[config.mk]
export PLATFORM = sky130hd
export DESIGN_NAME = micro_sched_v
export DESIGN_NICKNAME = d
export VERILOG_FILES = /design/src/rtl/micro_sched_v.sv
export SDC_FILE = /design/constraint.sdc
export NUM_CORES = 1
export LEC_CHECK = 0
export CORE_ASPECT_RATIO = 0.8
export CORE_MARGIN = 8
export CORE_UTILIZATION = 30
export CTS_CLUSTER_DIAMETER = 200
export CTS_CLUSTER_SIZE = 12
export DETAILED_ROUTE_END_ITERATION = 10
export GPL_TIMING_DRIVEN = 0
export PLACE_DENSITY_LB_ADDON = 0.15
export SYNTH_ARGS = -nofsm -noshare
export SYNTH_HDL_FRONTEND = slang
export SYNTH_SLANG_ARGS = --single-unit
[constraint.sdc]
create_clock -name i_clk -period 2 [get_ports i_clk]
set_input_delay 0.4 -clock i_clk [delete_from_list [all_inputs] [get_ports i_clk]]
set_output_delay 0.4 -clock i_clk [all_outputs]
set_load 0.005 [all_outputs]
[src/rtl/micro_sched_v.sv]
// Round-robin scheduler that hands one of four requesters' codes to a micro_v
// datapath, waits SETTLE_CYC cycles, then returns the sampled result with an ack.
module micro_sched_v #(
  parameter int SETTLE_CYC = 2
) (
  input  logic        i_clk,
  input  logic        i_rst_n,
  input  logic [3:0]  i_req,
  input  logic [15:0] i_code,
  input  logic        i_m_A,
  input  logic        i_m_L,
  input  logic        i_m_B,
  output logic [3:0]  o_ack,
  output logic [2:0]  o_res,
  output logic [1:0]  o_gnt_id,
  output logic        o_busy,
  output logic [7:0]  o_txn_cnt,
  output logic        o_m_en,
  output logic [3:0]  o_m_code
);

  typedef enum logic [1:0] {IDLE, DRIVE, RESP} state_t;

  localparam logic [3:0] LAST = 4'(SETTLE_CYC - 1);

  state_t     state;
  logic [3:0] cnt;
  logic [1:0] rr_ptr;
  logic       pick_vld;
  logic [1:0] pick;
  logic [1:0] cand;

  // Search upward from rr_ptr+1; the last-served requester ends up last in line.
  always_comb begin
    pick_vld = 1'b0;
    pick     = rr_ptr;
    cand     = rr_ptr;
    for (int k = 1; k <= 4; k++) begin
      cand = rr_ptr + 2'(k);
      if (!pick_vld && i_req[cand]) begin
        pick_vld = 1'b1;
        pick     = cand;
      end
    end
  end

  always_ff @(posedge i_clk or negedge i_rst_n) begin
    if (!i_rst_n) begin
      state     <= IDLE;
      cnt       <= '0;
      rr_ptr    <= 2'd3;
      o_ack     <= '0;
      o_res     <= '0;
      o_gnt_id  <= '0;
      o_busy    <= 1'b0;
      o_txn_cnt <= '0;
      o_m_en    <= 1'b0;
      o_m_code  <= '0;
    end else begin
      case (state)
        IDLE: begin
          if (pick_vld) begin
            o_gnt_id <= pick;
            o_m_code <= i_code[{pick, 2'b00} +: 4];
            o_m_en   <= 1'b1;
            o_busy   <= 1'b1;
            cnt      <= '0;
            state    <= DRIVE;
          end
        end
        DRIVE: begin
          cnt <= cnt + 4'd1;
          if (cnt == LAST) begin
            o_res  <= {i_m_A, i_m_L, i_m_B};
            o_ack  <= 4'b0001 << o_gnt_id;
            o_m_en <= 1'b0;
            state  <= RESP;
          end
        end
        RESP: begin
          o_ack     <= '0;
          o_txn_cnt <= o_txn_cnt + 8'd1;
          rr_ptr    <= o_gnt_id;
          o_busy    <= 1'b0;
          state     <= IDLE;
        end
        default: state <= IDLE;
      endcase
    end
  end

endmodule

==> implementation parameters, run 1 <==
Parameter                              Value

Route
  Starting DRC count in detailed routing ... 59
  Antenna-violating nets left ... 0
  Post-route DRC violation count ... 0
  Vias/cell ... 4.70
  Vias ... 1,259
  Routed length per placed instance ... 14.3 microns
  Detailed-router iteration count before antenna repair ... 4
  Aggregate routed wire length ... 3830 microns

Min path
  Classification of the worst-slack hold path ... in2async

Die
  Core area ... 4890 sq um
  Top-level port count ... 48
  Number of rows created at floorplan ... 23
  Initial Utilization ... 0.305
  Die extent in x ... 94.8 microns
  Die area ... 7490 sq um
  Chip height ... 79.0 microns

Critical path
  Nature of the critical path startpoint ... register
  Worst setup path class ... reg2reg
  Peak fanout along the critical path ... 4
  Arrival time of the worst setup path ... 2.09 ns
  Worst EP required ... 2.16 ns
  Sort of element at the end of the critical path ... register

Finish
  Final layout net count ... 233
  Final instance count without filler cells ... 268
  Highest-count cells in the layout ignoring fill and taps ... sky130_fd_sc_hd__clkdlybuf4s50_1 (42), sky130_fd_sc_hd__nand2_1 (34), sky130_fd_sc_hd__dfrtp_1 (29)
  Antenna cells ... 0
  Synthesis-to-layout area growth ... 44.8%
  Count of filler cells inserted in the layout ... 478
  Share of cells above drive strength 1 ... 0.102
  Commonest non-fill, non-tap cell in the layout ... sky130_fd_sc_hd__clkdlybuf4s50_1

Outcome
  Run status ... complete, no violations

STA
  Final sum of negative setup slack ... 0 ns
  Setup skew after layout ... 0.00904 ns
  Post-route fraction of the period consumed by the critical path ... 0.961
  Final-report hold violation count ... 0
  Final min period ... 1.92 ns
  Transition time at the pin with the least slew margin ... 0.684 ns
  PnR worst setup slack ... 0.0781 ns
  Hold_ws ... 0.161 ns
  Maximum operating frequency ... 520 MHz
  Max-slew headroom at the worst pin ... 0.544
  Total count of max-transition violations in the final report ... 0
  Setup-failing EPs final ... 0

CTS
  Setup Buffers After CTS ... 0
  CTS tree ... built
  Cts-stage hold buffer count ... 0
  Number of buffers on the longest clock path ... 2
  Clock sinks ... 31
  Clock transition at path regs ... 0.07 ns
  Clock root buffer ... sky130_fd_sc_hd__clkbuf_8
  Maximum level of the CTS H-tree ... 2
  TritonCTS Buffers ... 5
  Clock latency reported for the late side of the worst-skew pair ... 0.28 ns

Synth
  Mean instance size in the synthesized netlist ... 9.87 sq um
  Number of register bits inferred by synthesis ... 31
  Post-synthesis cell type count ... 33
  Synthesized Nets ... 179
  Total standard cell area after synthesis ... 1490 sq um
  Mapped Cells ... 151
  Portion of the post-synthesis area used by sequential elements ... 0.522
  Count of warnings emitted by yosys ... 0

Global routing
  Vias in the first global route ... 1,331
  Maximum number of pins on one net before global-route repair ... 32
  Antenna violations before repair ... 0
  Global-route wire length before repair ... 6470 microns
  GRT Overall Usage ... 0.109
  Remaining Overflow, GRT ... 0

Power
  Total Power ... 2900 uW
  Leakage power of the design ... 0.000936 uW
  Total power density per cell area ... 1340 nW/um^2
  Maximum ir drop on the vdd rail ... 0.000607 V

Place
  IO Port Bufs ... 47
  Placed cells ... 260
  Detail Placement HPWL ... 2940 microns
  Worst-case setup slack after placement ... -0.515 ns
  GP Congestion ... 0.732

Run
  Max Cap Violations ... 0
==> registers in the layout, indices dropped and copies added, names as in the netlist <==
register and cells:
o_m_en 1, o_res 3, o_txn_cnt 8, o_ack 4
o_m_code 4, state 2, o_gnt_id 2, cnt 4
rr_ptr 2, o_busy 1
==> cell type report <==
cell class,instances,area [sq um],area share
plain buffers,4,16.3,0.00754
clock buffers,8,80.1,0.0371
inverters,2,7.51,0.00348
multi-input cells,114,723,0.335
flip-flops and latches,31,778,0.361
well taps,62,77.6,0.0359
repair buffers,47,475,0.220
==> critical path, cell delays in order (launching register included) <==
cell and delay [ns]:
sky130_fd_sc_hd__dfstp_2 0.57, sky130_fd_sc_hd__nor2b_4 0.05, sky130_fd_sc_hd__o21a_2 0.24, sky130_fd_sc_hd__or3b_4 0.41
sky130_fd_sc_hd__a2111o_1 0.42, sky130_fd_sc_hd__o221a_2 0.12
==> power breakdown <==
part / internal [uW] / total (uW) / switching (uW)
combinational: 695 / 1310 / 611
sequential: 891 / 1130 / 239
clock: 247 / 459 / 212
==> layer usage <==
| metal | GRT usage | wire length [microns] |
|---|---|---|
| met1 | 0.135 | 1740 |
| met2 | 0.175 | 1850 |
| met3 | 0.0367 | 208 |
| met4 | 0.0327 | 30 |
| met5 | 0 | 0 |
==> what timing repair did <==
item | in CTS | in global routing
gates resized for setup | 2 | 9
endpoints found under the setup margin | 10 | 10
pin swaps | 0 | 1
==> logic make-up after synthesis <==
kind of cell             Yosys count  synth area share
adder cells (fa/ha/maj)            3            0.0252
AO/OA/AOI/OAI                     30             0.138
buffers and inverters              6            0.0160
XOR/XNOR                           7            0.0411
AND/OR/NAND/NOR                   73             0.250
multiplexers                       1           0.00756
flip-flops                        31             0.522
==> cell usage after synthesis <==
cell                       instances  area (sq um)
sky130_fd_sc_hd__dfrtp_1          29           726
sky130_fd_sc_hd__ha_1              3          37.5
sky130_fd_sc_hd__or2b_1            1          7.51
sky130_fd_sc_hd__o21ai_0           9          45.0
sky130_fd_sc_hd__or3_1             1          6.26
sky130_fd_sc_hd__a21oi_1           2          10.0
sky130_fd_sc_hd__nand2b_2          1          8.76
sky130_fd_sc_hd__or2_2             1          6.26
sky130_fd_sc_hd__mux2_2            1          11.3
sky130_fd_sc_hd__o21a_1            7          52.6
sky130_fd_sc_hd__dfstp_2           2          52.6
sky130_fd_sc_hd__nor3_1            2          10.0
sky130_fd_sc_hd__nor2b_4           1          13.8
sky130_fd_sc_hd__o31ai_1           4          30.0
sky130_fd_sc_hd__xor2_1            2          17.5
sky130_fd_sc_hd__nor4_1            1          6.26
sky130_fd_sc_hd__nand2_1          34           128
sky130_fd_sc_hd__nand2b_1          4          25.0
sky130_fd_sc_hd__or3b_4            1          11.3
sky130_fd_sc_hd__nor2b_1           3          18.8
sky130_fd_sc_hd__nor3b_2           2          25.0
sky130_fd_sc_hd__a211oi_1          6          45.0
sky130_fd_sc_hd__buf_2             1          5.00
sky130_fd_sc_hd__nand4_1           3          18.8
sky130_fd_sc_hd__a2111o_1          1          11.3
sky130_fd_sc_hd__xnor2_1           5          43.8
sky130_fd_sc_hd__clkbuf_1          3          11.3
sky130_fd_sc_hd__nor3b_1           1          7.51
sky130_fd_sc_hd__o221a_2           1          11.3
sky130_fd_sc_hd__inv_1             2          7.51
sky130_fd_sc_hd__or3b_1            1          8.76
sky130_fd_sc_hd__nand3_1           9          45.0
sky130_fd_sc_hd__nor2_1            7          26.3
==> worst paths after layout <==
check                             startpoint            to  slack (ns)  depth (start not counted)
max in group asynchronous            i_rst_n  o_txn_cnt[1]        1.39                          1
min in group i_clk              o_txn_cnt[7]  o_txn_cnt[7]        0.47                          1
worst max register to register     rr_ptr[0]   o_m_code[2]        0.08                          5
worst max-delay path               rr_ptr[0]   o_m_code[2]        0.08                          5
worst min register to register  o_txn_cnt[7]  o_txn_cnt[7]        0.47                          1
worst min-delay path                 i_rst_n        cnt[3]        0.16                          1
==> per-stage QoR <==
stage	instance area, sq um	util
final	2160	0.441
after detailed placement	2040	0.417
after global placement	2040	0.417
after CTS	2130	0.435
after floorplan	1490	-
after global routing	2160	0.441
(Power assumes the default switching activity.)
==> run 2: changes to the inputs <==
--- a/config.mk
+++ b/config.mk
@@ -12,7 +12,9 @@
 export CTS_CLUSTER_SIZE = 12
 export DETAILED_ROUTE_END_ITERATION = 10
 export GPL_TIMING_DRIVEN = 0
+export MAX_ROUTING_LAYER = met4
 export PLACE_DENSITY_LB_ADDON = 0.15
+export SLEW_MARGIN = 10
 export SYNTH_ARGS = -nofsm -noshare
 export SYNTH_HDL_FRONTEND = slang
 export SYNTH_SLANG_ARGS = --single-unit
==> constraint.sdc (replaced) <==
create_clock -name i_clk -period 2.3 [get_ports i_clk]
set_input_delay 0.46 -clock i_clk [delete_from_list [all_inputs] [get_ports i_clk]]
set_output_delay 0.46 -clock i_clk [all_outputs]
set_load 0.005 [all_outputs]
==> run 2 against run 1 <==
Cell count did not move. Utilization down 0.31 points. Count of clock-buffer cells in the layout is the same. Flip-flop and latch count did not move. Critical endpoint unchanged. Clock power is 2% higher. Combinational power shrank 15%. Via count up 0.40%.
==> implementation parameters, run 2 (synthesized netlist as in run 1, its figures left out) <==
Parameter                              Value

STA
  Final-report hold violation count ... 0
  Hold_ws ... 0.223 ns
  Total count of max-transition violations in the final report ... 0
  Maximum operating frequency ... 467 MHz
  Max-slew headroom at the worst pin ... 0.534
  Post-route fraction of the period consumed by the critical path ... 0.930
  Final min period ... 2.14 ns
  Unrepaired setup endpoints after global routing ... no
  Setup-failing EPs final ... 0
  Setup skew after layout ... 0.00520 ns
  Transition time at the pin with the least slew margin ... 0.699 ns

Die
  Number of rows created at floorplan ... 23
  Initial Utilization ... 0.305
  Chip height ... 79.0 microns
  Top-level port count ... 48
  Die extent in x ... 94.8 microns
  Die area ... 7490 sq um
  Core area ... 4890 sq um

Route
  Routed length per placed instance ... 14.2 microns
  Antenna-violating nets left ... 0
  Detailed-router iteration count before antenna repair ... 4
  Aggregate routed wire length ... 3810 microns
  Vias ... 1,264
  Vias/cell ... 4.72
  Starting DRC count in detailed routing ... 47
  Post-route DRC violation count ... 0

Finish
  Summed area of non-filler cells in the final layout ... 2140 sq um
  Final instance count without filler cells ... 268
  Final layout net count ... 233
  Commonest non-fill, non-tap cell in the layout ... sky130_fd_sc_hd__clkdlybuf4s50_1
  Synthesis-to-layout area growth ... 43.8%
  Count of filler cells inserted in the layout ... 476
  Area of combinational cells with multiple inputs ... 698 sq um
  Register ranked first by flip-flop count ... o_txn_cnt
  Share of cells above drive strength 1 ... 0.102
  Max reg flops ... 8
  Register cell area after layout ... 778 sq um
  Highest-count cells in the layout ignoring fill and taps ... sky130_fd_sc_hd__clkdlybuf4s50_1 (46), sky130_fd_sc_hd__nand2_1 (34), sky130_fd_sc_hd__dfrtp_1 (29)
  Antenna cells ... 0

Critical path
  Nature of the critical path startpoint ... input pin
  Reg-to-reg endpoint ... o_m_code[2]
  Peak fanout along the critical path ... 5
  Flop-to-flop setup slack ... 0.37 ns
  Worst reg2reg startpoint ... rr_ptr[0]
  Sort of element at the end of the critical path ... register
  Worst R2R Path Depth ... 5
  Arrival time of the worst setup path ... 2.31 ns
  Worst EP required ... 2.47 ns
  Worst setup path class ... in2reg

Power
  Total power density per cell area ... 1190 nW/um^2
  Leakage power of the design ... 0.000905 uW
  Maximum ir drop on the vdd rail ... 0.000564 V

Global routing
  Met2 track demand over resource in global routing ... 0.176
  Antenna violations before repair ... 0
  Met1 Use GR ... 0.136
  GRT Overall Usage ... 0.112
  Global-route wire length before repair ... 6490 microns
  Vias in the first global route ... 1,352
  Remaining Overflow, GRT ... 0
  Global-route track usage on met3 ... 0.0358
  Maximum number of pins on one net before global-route repair ... 32
  Most Used Layer, Global Route ... met2

CTS
  Clock root buffer ... sky130_fd_sc_hd__clkbuf_8
  Clock latency reported for the late side of the worst-skew pair ... 0.28 ns
  CTS tree ... built
  Number of buffers on the longest clock path ... 2
  Clock transition at path regs ... 0.06 ns
  Cts-stage hold buffer count ... 0
  TritonCTS Buffers ... 5
  Maximum level of the CTS H-tree ... 2
  Setup Buffers After CTS ... 0
  Clock sinks ... 31
  Gates resized, CTS repair ... 0

Place
  IO Port Bufs ... 47
  Detail Placement HPWL ... 2950 microns
  Placed cells ... 260
  Area post-placement ... 2030 sq um
  GP Congestion ... 0.741

Outcome
  Run status ... complete, no violations

Run
  Max Cap Violations ... 0

Min path
  Classification of the worst-slack hold path ... in2async
[run 2: cell count changes in the layout (fill, tap and decap cells not counted), sizes merged]
cell,change
dlymetal6s2s,-4
clkdlybuf4s50,+4
[run 2: routing by layer]
layer	vias to the layer above	wire [microns]
met2	30	1860
li1	632	-
met1	598	1730
met5	-	0
met3	4	191
met4	0	30
[run 2: report_power, final]
part | switching [uW] | leakage, uW | internal (uW)
sequential | 204 | 0.000386 | 774
combinational | 521 | 0.000468 | 586
clock | 194 | 0.0000515 | 273
[run 2: worst max-delay path by stage]
| stage | start | endpoint | slack [ns] | cells after the start |
|---|---|---|---|---|
| 4_1_cts | i_req[3] | o_m_code[2] | 0.03 | 6 |
| 5_1_grt | i_req[1] | o_m_code[2] | 0.03 | 6 |
| 2_1_floorplan | rr_ptr[0] | o_m_code[2] | 0.47 | 5 |
| 3_5_place_dp | i_req[3] | o_m_code[2] | -0.28 | 6 |
| 6_report | i_req[1] | o_m_code[2] | 0.16 | 6 |
| 3_3_place_gp | i_req[3] | o_m_code[2] | -0.17 | 6 |
[run 2: area by class of cell]
class | count | area share
Clock buffer | 8 | 0.0467
Buffer | 4 | 0.00759
Tap cell | 62 | 0.0362
Sequential cell | 31 | 0.363
Multi-Input combinational cell | 114 | 0.326
Timing Repair Buffer | 47 | 0.217
Inverter | 2 | 0.00350
[run 2: stage by stage]
stage / setup TNS [ns] / setup WS [ns] / power (uW) / utilization
2_1_floorplan: 0 / 0.465 / 1570 / -
3_3_place_gp: -1.44 / -0.171 / 2060 / 0.417
3_5_place_dp: -1.97 / -0.276 / 2100 / 0.416
4_1_cts: 0 / 0.0254 / 2580 / 0.436
5_1_grt: 0 / 0.0344 / 2790 / 0.438
6_report: 0 / 0.160 / 2550 / 0.438
[run 2: worst max-delay path, cell delays in order]
cell and delay [ns]:
sky130_fd_sc_hd__clkdlybuf4s50_1 0.49, sky130_fd_sc_hd__nor2b_1 0.17, sky130_fd_sc_hd__o21a_1 0.20, sky130_fd_sc_hd__nor3b_2 0.38, sky130_fd_sc_hd__mux2_2 0.39, sky130_fd_sc_hd__o221a_2 0.22
==> run 3: changes to the inputs <==
--- a/config.mk
+++ b/config.mk
@@ -13,7 +13,6 @@
 export DETAILED_ROUTE_END_ITERATION = 10
 export GPL_TIMING_DRIVEN = 0
 export MAX_ROUTING_LAYER = met4
-export PLACE_DENSITY_LB_ADDON = 0.15
 export SLEW_MARGIN = 10
 export SYNTH_ARGS = -nofsm -noshare
 export SYNTH_HDL_FRONTEND = slang
==> run 3 against run 2 <==
Worst hold slack got worse by 0.0018 ns. Cell count unchanged. Flip-flop and latch count unchanged. Final area decreased by 0.88%. Count of clock-buffer cells in the layout decreased by 1. Sequential power decreased by 0.5%. Register-to-register slack got worse by 0.05 ns. Largest cell class unchanged.
==> implementation parameters, run 3 (synthesized netlist as in run 1, its figures left out) <==
Parameter                              Value

Global routing
  Maximum number of pins on one net before global-route repair ... 32
  Global-route wire length before repair ... 6070 microns
  Antenna violations before repair ... 0
  Vias in the first global route ... 1,242
  Remaining Overflow, GRT ... 0
  GRT Overall Usage ... 0.107

STA
  Transition time at the pin with the least slew margin ... 0.693 ns
  Max-slew headroom at the worst pin ... 0.538
  Final-report hold violation count ... 0
  Unrepaired setup endpoints after global routing ... no
  Total count of max-transition violations in the final report ... 0
  Setup skew after layout ... 0.00774 ns
  Setup-failing EPs final ... 0
  Maximum operating frequency ... 457 MHz
  Final min period ... 2.19 ns
  PnR worst setup slack ... 0.110 ns
  Final sum of negative setup slack ... 0 ns
  Post-route fraction of the period consumed by the critical path ... 0.952

CTS
  Clock latency reported for the late side of the worst-skew pair ... 0.28 ns
  Setup Buffers After CTS ... 0
  Clock transition at path regs ... 0.07 ns
  Number of buffers on the longest clock path ... 2
  Clock root buffer ... sky130_fd_sc_hd__clkbuf_8
  Maximum level of the CTS H-tree ... 2
  CTS tree ... built
  Cts-stage hold buffer count ... 0
  TritonCTS Buffers ... 5
  Clock sinks ... 31

Route
  Post-route DRC violation count ... 0
  Starting DRC count in detailed routing ... 29
  Detailed-router iteration count before antenna repair ... 4
  Routed length per placed instance ... 13.2 microns
  Vias ... 1,208
  Antenna-violating nets left ... 0
  Vias/cell ... 4.51
  Aggregate routed wire length ... 3540 microns

Critical path
  Worst setup path class ... in2reg
  Arrival time of the worst setup path ... 2.36 ns
  Sort of element at the end of the critical path ... register
  Peak fanout along the critical path ... 5
  Worst EP required ... 2.47 ns
  Nature of the critical path startpoint ... input pin
  Flop-to-flop setup slack ... 0.32 ns

Run
  Max Cap Violations ... 0

Die
  Number of rows created at floorplan ... 23
  Core area ... 4890 sq um
  Chip height ... 79.0 microns
  Initial Utilization ... 0.305
  Die area ... 7490 sq um
  Die extent in x ... 94.8 microns
  Top-level port count ... 48

Power
  Total power density per cell area ... 1160 nW/um^2
  Maximum ir drop on the vdd rail ... 0.000569 V
  Clk network pwr share ... 0.161
  Switching power total ... 898 uW
  Leakage power of the design ... 0.000896 uW
  Proportion of power drawn by combinational gates ... 0.444
  Share of total power consumed by net switching ... 0.364
  Internal Power ... 1570 uW
  Reg power frac ... 0.395

Place
  Detail Placement HPWL ... 2670 microns
  Worst-case setup slack after placement ... -0.194 ns
  GP Congestion ... 0.744
  IO Port Bufs ... 47

Finish
  Register cell area after layout ... 778 sq um
  Area of combinational cells with multiple inputs ... 698 sq um
  Synthesis-to-layout area growth ... 42.6%
  Count of filler cells inserted in the layout ... 506
  Max reg flops ... 8
  Commonest non-fill, non-tap cell in the layout ... sky130_fd_sc_hd__clkdlybuf4s50_1
  Register ranked first by flip-flop count ... o_txn_cnt
  Antenna cells ... 0
  Final layout net count ... 233
  Highest-count cells in the layout ignoring fill and taps ... sky130_fd_sc_hd__clkdlybuf4s50_1 (46), sky130_fd_sc_hd__nand2_1 (34), sky130_fd_sc_hd__dfrtp_1 (29)
  Share of cells above drive strength 1 ... 0.0971

Min path
  Classification of the worst-slack hold path ... in2async

Outcome
  Run status ... complete, no violations
[run 3: cell count changes in the layout (fill, tap and decap cells not counted), sizes merged]
cell | before | now
clkinv | 0 | 1
clkbuf | 11 | 10
[run 3: timing repair]
action                     4_1_cts  5_1_grt
gates resized for setup          0        2
hold endpoints to repair         0        0
setup endpoints to repair        0       10
[run 3: worst max-delay path, stage by stage]
cell,delay [ns]
sky130_fd_sc_hd__clkdlybuf4s50_1,0.48
sky130_fd_sc_hd__nor2b_1,0.17
sky130_fd_sc_hd__o21a_1,0.21
sky130_fd_sc_hd__nor3b_2,0.43
sky130_fd_sc_hd__mux2_2,0.40
sky130_fd_sc_hd__o221a_2,0.22
[run 3: power by group through the flow]
stage                     clock, uW  combinational [uW]  sequential [uW]
after floorplan                   0                 615              952
after global placement            0                1100              976
after detailed placement          0                1110              976
after CTS                       424                1120              973
after global routing            459                1250             1010
final                           397                1100              974
[run 3: layout make-up]
type                    count  share of cell area
flip-flops and latches     31               0.366
multi-input cells         114               0.329
repair buffers             47               0.219
well taps                  62              0.0365
clock buffers               7              0.0359
plain buffers               4             0.00766
inverters                   2             0.00353
clock inverters             1             0.00236
[run 3: path summary, 6_finish.rpt]
path                              startpoint           end  cells after the start
worst max-delay path                i_req[1]   o_m_code[2]                      6
worst min-delay path                 i_rst_n   o_m_code[0]                      1
worst max register to register     rr_ptr[0]   o_m_code[2]                      5
worst min register to register  o_txn_cnt[7]  o_txn_cnt[7]                      1
max in group asynchronous            i_rst_n      o_ack[3]                      1
min in group i_clk              o_txn_cnt[7]  o_txn_cnt[7]                      1
[run 3: routing by layer]
metal / global-route usage / part of all wire
met1: 0.145 / 0.53
met3: 0.0395 / 0.068
met2: 0.139 / 0.39
met4: 0.0435 / 0.015
met5: - / 0
[run 3: per-stage QoR]
step	instances	area, sq um	util	hold slack (ns)	total power [uW]
2_1_floorplan	151	1490	-	0.164	1570
3_3_place_gp	260	2040	0.417	0.461	2080
3_5_place_dp	260	2030	0.416	0.465	2090
4_1_cts	268	2110	0.432	0.247	2510
5_1_grt	268	2120	0.434	0.273	2720
6_report	268	2120	0.434	0.221	2470
